===== src/rtl/bus_cdc_stall_ctrl.sv =====
// CPU-side stall controller in front of bus_cdc: converts busy into a halt for crossed reads,
// captures returned data and bounds each stall with a timeout watchdog.
module bus_cdc_stall_ctrl #(
    parameter int unsigned          DataWidth     = 32,
    parameter int unsigned          TimeoutCycles = 1024,
    parameter int unsigned          ArmCycles     = 2,
    parameter logic [DataWidth-1:0] TimeoutData   = DataWidth'(32'hDEAD_BEEF),
    parameter int unsigned          ErrCountWidth = 8
) (
    input  logic                     clk_i,
    input  logic                     reset_i,
    input  logic                     read_access_i,
    input  logic                     busy_i,
    input  logic [DataWidth-1:0]     data_i,
    input  logic                     clear_count_i,
    output logic                     halt_o,
    output logic [DataWidth-1:0]     data_o,
    output logic                     data_valid_o,
    output logic                     timeout_o,
    output logic [ErrCountWidth-1:0] timeout_count_o
);

    // The counter is shared by ARM and STALL, so it must cover whichever window is longer.
    localparam int unsigned CntMax   = (TimeoutCycles > ArmCycles) ? TimeoutCycles : ArmCycles;
    localparam int unsigned CntWidth = $clog2(CntMax + 1);

    localparam logic [CntWidth-1:0] StallLast = CntWidth'(TimeoutCycles - 1);
    localparam logic [CntWidth-1:0] ArmLast   = CntWidth'(ArmCycles - 1);

    localparam logic [2:0] StIdle      = 3'd0;
    localparam logic [2:0] StArm       = 3'd1;
    localparam logic [2:0] StStall     = 3'd2;
    localparam logic [2:0] StDrain     = 3'd3;
    localparam logic [2:0] StDrainHold = 3'd4;

    logic [2:0]               state_q, state_d;
    logic [CntWidth-1:0]      cnt_q, cnt_d;
    logic [DataWidth-1:0]     data_q, data_d;
    logic                     valid_q, valid_d;
    logic                     timeout_q, timeout_d;
    logic [ErrCountWidth-1:0] count_q, count_d;

    always_comb begin
        state_d   = state_q;
        cnt_d     = cnt_q;
        data_d    = data_q;
        valid_d   = 1'b0;
        timeout_d = 1'b0;
        unique case (state_q)
            StIdle: begin
                if (read_access_i) begin
                    state_d = StArm;
                    cnt_d   = '0;
                end
            end
            StArm: begin
                if (busy_i) begin
                    state_d = StStall;
                    cnt_d   = '0;
                end else if (cnt_q == ArmLast) begin
                    // busy never rose: treat the access as unmapped and complete it now
                    state_d = StIdle;
                    cnt_d   = '0;
                    data_d  = data_i;
                    valid_d = 1'b1;
                end else begin
                    cnt_d = cnt_q + 1'b1;
                end
            end
            StStall: begin
                if (cnt_q == StallLast) begin
                    state_d   = StDrain;
                    cnt_d     = '0;
                    data_d    = TimeoutData;
                    valid_d   = 1'b1;
                    timeout_d = 1'b1;
                end else if (!busy_i) begin
                    state_d = StIdle;
                    cnt_d   = '0;
                    data_d  = data_i;
                    valid_d = 1'b1;
                end else begin
                    cnt_d = cnt_q + 1'b1;
                end
            end
            StDrain: begin
                // The abandoned transfer is still in flight; its data is dropped.
                if (!busy_i) begin
                    state_d = StIdle;
                end else if (read_access_i) begin
                    state_d = StDrainHold;
                end
            end
            StDrainHold: begin
                if (!busy_i) begin
                    state_d = StArm;
                    cnt_d   = '0;
                end
            end
            default: begin
                state_d = StIdle;
                cnt_d   = '0;
            end
        endcase
    end

    always_comb begin
        count_d = count_q;
        if (timeout_d) begin
            if (clear_count_i) begin
                count_d = ErrCountWidth'(1);
            end else if (count_q != {ErrCountWidth{1'b1}}) begin
                count_d = count_q + 1'b1;
            end
        end else if (clear_count_i) begin
            count_d = '0;
        end
    end

    always_ff @(posedge clk_i) begin
        if (reset_i) begin
            state_q   <= StIdle;
            cnt_q     <= '0;
            data_q    <= '0;
            valid_q   <= 1'b0;
            timeout_q <= 1'b0;
            count_q   <= '0;
        end else begin
            state_q   <= state_d;
            cnt_q     <= cnt_d;
            data_q    <= data_d;
            valid_q   <= valid_d;
            timeout_q <= timeout_d;
            count_q   <= count_d;
        end
    end

    // The access cycle itself must stall: busy only rises on the following cycle.
    always_comb begin
        halt_o = (state_q == StArm) || (state_q == StStall) || (state_q == StDrainHold) ||
                 ((state_q == StIdle) && read_access_i);
    end

    assign data_o          = data_q;
    assign data_valid_o    = valid_q;
    assign timeout_o       = timeout_q;
    assign timeout_count_o = count_q;

endmodule


===== config.mk =====
export PLATFORM = sky130hd
export DESIGN_NAME = bus_cdc_stall_ctrl
export DESIGN_NICKNAME = d
export VERILOG_FILES = /design/src/rtl/bus_cdc_stall_ctrl.sv
export SDC_FILE = /design/constraint.sdc
export NUM_CORES = 1
export LEC_CHECK = 0
export BUFFER_PORTS_ARGS = -buffer_cell sky130_fd_sc_hd__buf_2
export CORE_AREA = 2 2 110 112
export CTS_BUF_LIST = sky130_fd_sc_hd__clkbuf_8
export DETAILED_ROUTE_END_ITERATION = 12
export DIE_AREA = 0 0 112 114
export GPL_TIMING_DRIVEN = 0
export PLACE_DENSITY = 0.51
export RECOVER_POWER = 25
export SLEW_MARGIN = 20
export SYNTH_ARGS = -nofsm -noshare
export SYNTH_HDL_FRONTEND = slang
export SYNTH_SLANG_ARGS = --single-unit
export TNS_END_PERCENT = 100

===== constraint.sdc =====
create_clock -name clk_i -period 2.4 [get_ports clk_i]
set_input_delay 0.24 -clock clk_i [delete_from_list [all_inputs] [get_ports clk_i]]
set_output_delay 0.24 -clock clk_i [all_outputs]
set_load 0.01 [all_outputs]

== Word level (Yosys, flattened, before mapping) ==
Index checks and enable logic that the tools add are counted.
Widths: inputs -> output; s select.

* Register bits after elaboration: 56
* Bits in latches: 0
* Bits in writable memories: 0
* Memory bits (read-only): 0
* Memories: 0

* Add/sub/neg operators: 2
* Multiply operators: 0
* Div/mod/pow operators: 0
* Order comparisons: 0
* Equality and inequality tests: 14
* Shift operators: 0
* Mux-type cells: 32
* Bitwise operators: 1
* Reduce and logical (&&, ||, !) cells: 12

{| class="wikitable"
|+ Operators by type and width
! operator !! number
|-
| $mux 32 || 4
|-
| $mux 11 || 6
|-
| $pmux 32 s2 || 1
|-
| $pmux 11 s5 || 1
|-
| $mux 8 || 4
|-
| $mux 3 || 8
|-
| $pmux 3 s5 || 1
|-
| $add 11x1->11 const B || 1
|-
| $eq 11x1->1 const B || 1
|-
| $eq 11x10->1 const B || 1
|-
| $ne 3x3->1 const B || 3
|-
| $add 8x1->8 const B || 1
|-
| $ne 2x2->1 const B || 4
|-
| $ne 8x8->1 const B || 1
|-
| $eq 3x2->1 const B || 2
|-
| $mux 1 || 6
|-
| $reduce_bool 2->1 || 3
|-
| $reduce_and 5->1 || 1
|-
| $reduce_and 4->1 || 1
|-
| $eq 3x1->1 const B || 1
|-
| $eq 3x3->1 const B || 1
|-
| $logic_not 3->1 || 1
|-
| $logic_or 1x1->1 || 3
|-
| $reduce_and 3->1 || 1
|-
| other kinds (4) || 4
|}

== Logic depth before layout (Yosys ltp) ==
* Depth after elaboration: 5
* Gate-level depth with buffers: 7

== Worst setup path after synthesis ==
OpenSTA, ideal clock, no wires.

* Path kind: register -> register
* Start: register cnt_q[0]
* End: register state_q[0]
* Data arrival time: 1.826 ns
* Required time: 2.277 ns
* Setup slack: 0.451 ns
* Stages on the path, launching flop included: 6
* Path buffers: 0
* Clock period less this slack: 1.949 ns
* Path through: dfxtp_1 ha_1 nand4_2 o311a_1 nor4_4 mux2_1

* Word-level cells in the longest chain between the ends: 3
* Elaborated cells on any way between the ends: 7
* Those cells by class: eq/ne (4); mux (2); reduce/logical (1)

{| class="wikitable"
|+ RTL lines
! element !! line !! source
|-
| from (decl) || 37 || <nowiki>logic [CntWidth-1:0] cnt_q, cnt_d;</nowiki>
|-
| from (signal assigned) || 130 || <nowiki>cnt_q <= cnt_d;</nowiki>
|-
| $eq 11x10->1 or $eq 11x1->1 (tied branches) || 71, 60 ||
|-
| $ne 3x3->1 (no line) or $mux 3 (tied branches) || n/a ||
|-
| $reduce_and 5->1 (no line) or $pmux 3 s5 (tied branches) || n/a ||
|-
| to (signal assigned) || 122 || <nowiki>state_q <= StIdle;</nowiki>
|-
| to (signal assigned) || 129 || <nowiki>state_q <= state_d;</nowiki>
|-
| to (decl) || 36 || <nowiki>logic [2:0] state_q, state_d;</nowiki>
|}

Parallel ways exist; a longest one is shown, timed or not.
A chain may end at the register's enable or synchronous reset.

== Worst setup path after layout ==
Same ends and word-level chain as after synthesis.

==> metrics.txt <==
initial antenna violation count=0; wire length per cell=14.58 µm; hold_buf cts=0; global-route wire length before repair=~13 mm; outcome=complete, no violations; Finished Cell Area=~3500 µm²; Clock Latency Late Sink=320 ps; share of cells above drive strength 1=between 20% and 30%; max incr delay on CP=approximately 460 ps; cell count along the critical path=5; DRC=0; Pleak=between 0.001 and 0.0015 µW; ranking of synthesized cells by area=dfxtp_1 (40%), o21ai_0 (7.6%), nand3_1 (7.5%); die area=12,770 µm²; combinational fraction of design power=27.0%; R2R Setup Slk=280 ps; Setup Skew=roughly 18 ps; Ports=80; GPL Wtd Cong=0.7861; Synth top area share=~40%; Net Sw Power=between 600 and 700 µW; largest net degree at the start of global routing=19; register area share after synthesis=between 30% and 40%; reg2reg start=cnt_q[0]; total vias in the final route=2,905; Starting Density=between 20 and 25%; Seq pwr share=between 40% and 50%; MaxCap Viol Count=0; crit share post-route=between 80% and 90%; Setup-failing EPs final=0; Hold Vio Cnt, Final=0; dominant cell type by area after synthesis=dfxtp_1; Max Root-Sink Buffers=2; Max-slew headroom=around 60%; Setup crit end=state_q[0]; crit path kind=reg2reg; Post-synth EDFFs=0; Reg clk slew, reported paths=110 ps; Die Width=~110 µm; total number of H-tree levels=2; ys async rst share=0%; DR iter-0 viols=about 280; setup_tns=0 ps; Critical Path AT=about 2300 ps; CTS tree=done; fmax=about 0.47 GHz; Critical Path Fanout Max=6; worst setup path start=cnt_q[0]; Pwr Density=roughly 610 nW/µm²; Total Wirelength=just over 8 mm; crit path cell chain=ha_1, nand4_2, o311a_1, nor4_4, mux2_1; crit path buf inv count=0; delay-heaviest family, CP=simple AND/OR/NAND/NOR gates; GRT Util Overall=between 10% and 20%; placed cell areas=around 3400 µm²; clock share of power=24.9%; #FFs+latches synth=56; number of gates resized after cts=0; vias in the first global route=approximately 2,700; number of setup buffers added after CTS=0; Worst setup SP type=register; CP endpoint kind=register; crit path time final=2118 ps; slowest CP cell=o311a_1; RSZ-0062 raised after global routing=no; Port Buf Inserts=roughly 80; Detail Placement HPWL=roughly 6.0 mm; Ys Warns=0; Post-Syn Nets=374; Peak VDD IR=0.0002443 V; Hold Path Stages=3; NumNets Final=around 460; worst r2r dst=state_q[0]; Netlist Area Pre-Place=between 2000 and 3000 µm²; Final Max Slew Viols=0; Die Y=approximately 110 µm; Mapped Cells=approximately 330; vias per cell=5.123; Required @ worst endpoint=2620 ps; Tightest Pin Transition=600.8 ps; syn avg cell area=~8.4 µm²; Num CTS Buffers=5; GRT overflow=0; Rows=40; Primary FF master, synth=dfxtp_1; worst r2r path cells=5; Hold Crit Class=in2reg; area growth from synthesis to layout=22.71%; sw frac=around a third; Antenna Nets Post-Route=0; synth unique cells=57; First-pass DRT Iterations=5; antenna diode count=0; CTS root buffer=clkbuf_8; core area=about 12,000 µm²; Pint=around 1400 µW; total clock sinks=56
[worst min path at each step]
stage / endpoint / startpoint / slack [ps]
after detailed placement: data_o[22] / data_o[22] / 470
after floorplan: data_o[14] / data_i[14] / 390
final: data_o[8] / data_i[8] / 170
after global placement: data_o[22] / data_o[22] / 460
after CTS: data_o[20] / data_i[20] / 160
after global routing: data_o[20] / data_i[20] / 170
[kinds of logic after synthesis]
group	Yosys count	share of synthesized area, %
fa+ha+maj	3	1.331
flops	56	39.73
compound gates	130	28.25
mux	1	0.3991
buf+inv	34	6.031
simple gates	110	24.26
[per-layer routing]
layer	share of wire, %	vias to the layer above	track usage (%)
met5	0	-	0
met4	0.96	0	3.333
met3	6.0	6	2.816
met2	47	76	21.01
met1	46	1373	16.55
li1	-	1450	-
[synthesized netlist by cell type, types with 3 or more instances]
cell,number
dfxtp_1,56
o21ai_0,43
nand3_1,42
a21oi_1,27
a31oi_1,25
clkbuf_1,20
nor2_1,12
nor2b_1,8
o31ai_1,6
o22ai_1,5
buf_2,4
buf_4,4
nand2_1,4
nor3b_1,4
o41ai_1,4
or2_2,4
or4_1,4
and3_1,3
buf_6,3
ha_1,3
nand4b_1,3
nor4_1,3
or3_1,3
[tightest hold or removal path, cell delays in order]
cell	delay, ps
buf_2	100
nand3_1	60
a21oi_1	60
[layout make-up]
class                      instances  area (µm²)
inverter                           2       7.507
buffer                            32       162.7
clock buffer                       5       68.82
timing repair buffer              78       360.3
clock inverter                     3       21.27
fill                            1286        8249
multi-input combinational        244        1536
tap                              147       183.9
sequential                        56        1121
[sequential cells by signal, indices dropped and copies added (netlist names)]
name             count
data_o              32
cnt_q               11
timeout_count_o      8
state_q              3
data_valid_o         1
timeout_o            1
[power by group through the flow]
stage          clock [µW]  sequential, µW  combinational, µW
4_1_cts               558            1010                578
6_report              524            1010                568
5_1_grt               586            1020                626
2_1_floorplan           0            1050                373
3_5_place_dp            0            1030                576
3_3_place_gp            0            1030                568
[cell usage in the layout, fill, tap and decap left out, types with 3 or more instances in the layout]
| cell type | instances |
|---|---|
| nor2b_1 | 8 |
| nor3b_1 | 4 |
| o41ai_1 | 4 |
| dfxtp_1 | 56 |
| a31oi_1 | 25 |
| or4_1 | 4 |
| ha_1 | 3 |
| buf_2 | 58 |
| buf_6 | 3 |
| o21ai_0 | 43 |
| o22ai_1 | 5 |
| o31ai_1 | 6 |
| nor2_1 | 12 |
| nand4b_1 | 3 |
| nand2_1 | 4 |
| buf_4 | 4 |
| nand3_1 | 42 |
| or3_1 | 3 |
| or2_2 | 4 |
| a21oi_1 | 27 |
| clkbuf_8 | 5 |
| and3_1 | 3 |
| clkbuf_1 | 44 |
[per-stage QoR]
step	instances	total power, µW	hold WS [ps]	util, %	setup slack, ps
global route	567	2231	167.0	29.56	144.1
CTS	567	2149	159.1	29.77	183.9
detailed placement	559	1610	466.7	29.00	212.4
global placement	559	1600	460.3	29.00	264.9
floorplan	334	1422	387.7	-	450.5
finish	567	2105	169.9	29.56	281.7
Power figures use the tool's default switching activity.
